## config.mk

```make
export PLATFORM = sky130hd
export DESIGN_NAME = digest_output_buffer
export DESIGN_NICKNAME = d
export VERILOG_FILES = /design/src/rtl/digest_output_buffer.sv
export SDC_FILE = /design/constraint.sdc
export NUM_CORES = 1
export LEC_CHECK = 0
export CORE_AREA = 2 2 227 229
export CTS_CLUSTER_SIZE = 28
export DETAILED_ROUTE_END_ITERATION = 6
export DIE_AREA = 0 0 229 231
export PLACE_DENSITY = 0.7
export SYNTH_ARGS = -nofsm -noshare
export SYNTH_HDL_FRONTEND = slang
export SYNTH_SLANG_ARGS = --single-unit
export TNS_END_PERCENT = 100
```

## constraint.sdc

```tcl
create_clock -name clk -period 3.2 [get_ports clk]
set_input_delay 0.32 -clock clk [delete_from_list [all_inputs] [get_ports clk]]
set_output_delay 0.32 -clock clk [all_outputs]
set_load 0.02 [all_outputs]
```

## src/rtl/digest_output_buffer.sv

```systemverilog
// digest_output_buffer
//   Holds one captured digest (NWORDS words of WIDTH bits) from the hash round
//   datapath. The digest is presented three ways: as a parallel copy, through a
//   registered random-access read port, and as an in-order valid/ready word
//   stream. Back-pressure is reported on cap_ready. A sticky overrun flag
//   records capture requests that arrive while the buffer is busy.
//
//   Ports
//     clk, rst_n          clock, asynchronous active-low reset
//     cap_en, cap_data    capture request and flattened digest (word i at i*WIDTH)
//     cap_ready           buffer accepts a digest this cycle
//     par_data            parallel copy of the held digest
//     rd_addr, rd_data    random read, 1-cycle latency, 0 for rd_addr >= NWORDS
//     s_valid/s_ready     word stream handshake
//     s_data, s_last      stream word, s_last marks word NWORDS-1
//     overrun, ovr_clr    sticky overrun flag and its synchronous clear
//
//   Build option: define DIGEST_BSWAP_EN to byte-reverse every output word
//   (s_data, rd_data, par_data) for a little-endian host. The bank itself
//   always holds words in native order.

module digest_output_buffer #(
  parameter int WIDTH  = 32,
  parameter int NWORDS = 8,
  parameter int ADDR_W = 4
) (
  input  logic                     clk,
  input  logic                     rst_n,
  input  logic                     cap_en,
  input  logic [NWORDS*WIDTH-1:0]  cap_data,
  output logic                     cap_ready,
  output logic [NWORDS*WIDTH-1:0]  par_data,
  input  logic [ADDR_W-1:0]        rd_addr,
  output logic [WIDTH-1:0]         rd_data,
  output logic                     s_valid,
  input  logic                     s_ready,
  output logic [WIDTH-1:0]         s_data,
  output logic                     s_last,
  output logic                     overrun,
  input  logic                     ovr_clr
);

  localparam int CNT_W = (NWORDS > 1) ? $clog2(NWORDS) : 1;

  localparam logic [1:0] ST_EMPTY  = 2'd0;
  localparam logic [1:0] ST_STREAM = 2'd1;
  localparam logic [1:0] ST_DONE   = 2'd2;

  if ((2 ** ADDR_W) < NWORDS) begin : g_chk_addr_w
    $error("digest_output_buffer: ADDR_W too small to address NWORDS words");
  end

`ifdef DIGEST_BSWAP_EN
  if ((WIDTH % 8) != 0) begin : g_chk_bswap_width
    $error("digest_output_buffer: byte swap requires WIDTH to be a multiple of 8");
  end
`endif

  function automatic logic [WIDTH-1:0] out_word(input logic [WIDTH-1:0] w);
    logic [WIDTH-1:0] r;
    r = '0;
`ifdef DIGEST_BSWAP_EN
    for (int unsigned b = 0; b < WIDTH / 8; b++) begin
      r[8*b +: 8] = w[WIDTH-8-8*b +: 8];
    end
`else
    r = w;
`endif
    return r;
  endfunction

  logic [1:0]       state_q, state_d;
  logic [CNT_W-1:0] cnt_q, cnt_d;
  logic [WIDTH-1:0] bank_q [NWORDS];
  logic [WIDTH-1:0] bank_d [NWORDS];
  logic [WIDTH-1:0] rd_data_q, rd_data_d;
  logic             overrun_q, overrun_d;

  logic             hs;
  logic             cap_take;
  logic [WIDTH-1:0] s_word;

  always_comb begin
    s_valid = (state_q == ST_STREAM);

    // Counter only ever ranges over 0..NWORDS-1, so an explicit mux avoids
    // out-of-range array indexing for non power-of-two NWORDS.
    s_word = '0;
    for (int unsigned i = 0; i < NWORDS; i++) begin
      if (cnt_q == CNT_W'(i)) s_word = bank_q[i];
    end
    s_data = out_word(s_word);
    s_last = s_valid && (cnt_q == CNT_W'(NWORDS - 1));

    hs        = s_valid & s_ready;
    cap_ready = (state_q != ST_STREAM) | (hs & s_last);
    cap_take  = cap_en & cap_ready;

    par_data = '0;
    for (int unsigned i = 0; i < NWORDS; i++) begin
      par_data[i*WIDTH +: WIDTH] = out_word(bank_q[i]);
    end

    rd_data = rd_data_q;
    overrun = overrun_q;
  end

  always_comb begin
    state_d = state_q;
    cnt_d   = cnt_q;
    bank_d  = bank_q;

    // A capture may coincide with the last-beat handshake; it wins and
    // restarts the stream at word 0 of the new digest.
    if (cap_take) begin
      for (int unsigned i = 0; i < NWORDS; i++) begin
        bank_d[i] = cap_data[i*WIDTH +: WIDTH];
      end
      cnt_d   = '0;
      state_d = ST_STREAM;
    end else if (hs) begin
      if (s_last) begin
        cnt_d   = '0;
        state_d = ST_DONE;
      end else begin
        cnt_d = cnt_q + 1'b1;
      end
    end

    // Reads see the bank as it stands before this edge's capture.
    rd_data_d = '0;
    for (int unsigned i = 0; i < NWORDS; i++) begin
      if (rd_addr == ADDR_W'(i)) rd_data_d = out_word(bank_q[i]);
    end

    overrun_d = overrun_q;
    if (ovr_clr)               overrun_d = 1'b0;
    if (cap_en && !cap_ready)  overrun_d = 1'b1;
  end

  always_ff @(posedge clk or negedge rst_n) begin
    if (!rst_n) begin
      state_q   <= ST_EMPTY;
      cnt_q     <= '0;
      rd_data_q <= '0;
      overrun_q <= 1'b0;
      for (int unsigned i = 0; i < NWORDS; i++) begin
        bank_q[i] <= '0;
      end
    end else begin
      state_q   <= state_d;
      cnt_q     <= cnt_d;
      rd_data_q <= rd_data_d;
      overrun_q <= overrun_d;
      bank_q    <= bank_d;
    end
  end

endmodule

```

==> metrics.md <==
| Metric | Value |
|---|---|
| Starting density of the core | 31.1% |
| Synth cell count leaders | dfrtp_1, a21oi_1, nand2_1 |
| CTS root buffer | clkbuf_16 |
| #FFs+latches synth | 294 |
| Dpl cells | 2,767 |
| Synth unique cells | 50 |
| Vias per cell | 5.55 |
| CP Class | register to output port |
| Period utilisation layout | 100% |
| CP endpoint kind | output port |
| H-tree Lvls | 2 |
| Post-Route WL | around 72,000 um |
| Routed len/inst | 25.4 um |
| CP required | roughly 2.9 ns |
| Synthesized instance count | roughly 1,600 |
| Crit start category | register |
| Global route overflow | 0 |
| Pre-CTS setup slack | 0.188 ns |
| First-pass GRT wire length | between 100,000 and 150,000 um |
| Primary FF master, synth | dfrtp_1 |
| Fin crit period | 3.20 ns |
| Detailed-route DRC error count | 0 |
| Synth warn | 0 |
| Max-cap check violation count | 0 |
| Slew Viols, Final | 0 |
| Layout cells sized above 1 | 11.9% |
| Die Area | between 50,000 and 60,000 sq um |
| Ys async rst share | 100% |
| Slew Limit Headroom | 37.8% |
| Core box area | 50,700 sq um |
| Count of non-filler cells in the finished layout | 2,834 |
| Clk pin slew, worst setup/hold paths | ~0.070 ns |
| Max Freq | 0.312 GHz |
| Pin count of the biggest net entering global routing | 88 |
| DR iter-0 viols | about 1,900 |
| Unrepaired setup endpoints after global routing | true |
| P&R area growth vs syn | 50.4% |
| CTS Buffer Depth | 3 |
| TritonCTS clock tree | done |
| Hpwl dp | 51,600 um |
| Post-synth top area share | a little under half |
| Initial antenna violation count | 3 |
| Gr usage total | 26.2% |
| Pleak | 9.84 nW |
| Largest area contributor in the netlist | dfrtp_1 |
| Die width | about 230 um |
| Final hold vios | 0 |
| Slew @ Worst Pin | 0.930 ns |
| Synth area leaders | dfrtp_1, mux2_1, a21oi_1, mux2_2, o21ai_0 |
| Failing checks | setup timing |
| Final GP Congestion | 0.876 |
| Via count | 15,700 |
| Status | complete, but fails checks |
| VDD IR max | 0.000663 V |
| Setup ws final | -0.00252 ns |
| Vias in the first global route | about 16,000 |
| Clk_lat worst skew | 0.55 ns |
| Avg Cell Area, Syn | 9.99 sq um |
| Pwr dens | 1110 nW/um^2 |
| Clock sink total | 294 |
| Final design utilization | 46.8% |
| Critical-path maximum fanout | 15 |
| Hold crit path type | input port to register |
| Routed Antenna Nets | 0 |
| Port bufs | between 500 and 600 |
| Syn nets | 1,848 |
| I/O Pins | 589 |
| First-pass DRT Iterations | 7 |
| Worst EP arrival | between 2 and 3 ns |
| Number of synthesized flops with an enable pin | 0 |
| Cell Area, Synth | 15,800 sq um |
| Site Rows | 83 |
| Die Span Y | approximately 230 um |
| Final setup violation count | 1 |
| TritonCTS Buffers | 36 |
| Max Clock Skew | 0.0187 ns |
| Count leader, synth | dfrtp_1 |
| Net total in the final layout | 2,397 |
| Seq/Total Area, Yosys | a little under half |
-- power by group --
group | total, mW | leakage (nW) | switching (mW) | internal, mW
clock | 4.35 | 0.601 | 1.69 | 2.66
sequential | 7.74 | 3.60 | 2.29 | 5.45
combinational | 14.2 | 5.64 | 7.86 | 6.38
-- final cells by class --
type                    instances  area [sq um]
diodes                          3          7.51
clock buffers                  49          1030
clock inverters                14           203
fillers                      4735         27000
inverters                      72           270
multi-input cells            1070          7510
flip-flops and latches        294          7360
well taps                     680           851
repair buffers                652          6470
-- registers in the layout (all words and copies together), names as in the netlist --
| register | count |
|---|---|
| rd_data | 32 |
| overrun | 1 |
| state_q | 2 |
| cnt_q | 3 |
| par_data | 256 |
-- layout by cell type (no fill, tap or decap), drive strengths merged, types with 7 or more instances in the layout --
| master | netlist | final |
|---|---|---|
| nor3 | 22 | 22 |
| a221oi | 36 | 36 |
| buf | 89 | 87 |
| nand2 | 148 | 148 |
| a211oi | 19 | 19 |
| nor4b | 17 | 17 |
| o21ai | 117 | 117 |
| mux2 | 205 | 205 |
| o22ai | 52 | 52 |
| a211o | 17 | 17 |
| inv | 71 | 71 |
| nand3b | 32 | 32 |
| a21oi | 149 | 149 |
| nor2b | 9 | 9 |
| or3 | 31 | 31 |
| clkinv | 1 | 7 |
| clkbuf | 52 | 57 |
| nand2b | 8 | 8 |
| clkdlybuf4s50 | 0 | 551 |
| a22oi | 27 | 27 |
| mux2i | 32 | 32 |
| nor2 | 94 | 94 |
| dfrtp | 294 | 294 |
| a221o | 7 | 7 |
-- final timing paths --
path                       depth (start not counted)  slack [ns]     startpoint             to
setup / recovery                                   8      -0.003       cnt_q[0]     s_data[17]
hold / removal                                     3        0.33  cap_data[142]  par_data[142]
setup reg to reg                                   7        0.58       cnt_q[0]   par_data[14]
hold reg to reg                                    2        0.54     state_q[1]     state_q[1]
max in group asynchronous                          3        1.74          rst_n  par_data[112]
min in group asynchronous                          2        0.38          rst_n  par_data[191]
-- cells by family (layout without fill, tap and decap cells) --
family | Yosys count | in the layout | synth area share [%]
AOI/OAI and AO/OA | 453 | 453 | 18.0
and+or+nand+nor | 374 | 374 | 11.4
DFF | 294 | 294 | 46.7
muxes | 237 | 237 | 16.7
buffers and inverters | 213 | 787 | 6.70
adders and majority gates | 6 | 6 | 0.477
other | 0 | 3 | 0
-- layer usage --
layer  track usage [%]  wire [um]  vias up
met4              10.7       3130        2
met1              32.5      27800     7717
met2              44.1      34600     1008
met5                 0         12        -
met3              5.97       6480      209
li1                  -          -     6789
-- critical path, stage by stage, from the launching register on --
cell and delay [ns]:
dfrtp_1 0.44, ha_1 0.27, ha_2 0.20, or2_2 0.30
buf_4 0.24, a221oi_2 0.24, o22ai_1 0.15, a21oi_2 0.21
clkdlybuf4s15_2 0.28
-- stage by stage --
stage	area (sq um)	hold slack, ns	total power [mW]	setup TNS (ns)
after floorplan	15800	0.0244	14.3	0
after global placement	22500	0.402	21.9	0
after detailed placement	22500	0.389	22.0	0
after CTS	23700	0.295	26.3	-0.162
after global routing	23700	0.336	27.5	-0.112
final	23700	0.330	26.3	-0.00252
-- repair_timing --
action                                 4_1_cts  5_1_grt
setup buffers                                0        0
hold buffers                                 1        0
gates resized for setup                     91       45
pin swaps                                    1        5
setup endpoints to repair                   32       32
endpoints found under the hold margin       80        0
No activity file was read; power rests on OpenSTA's default activity.
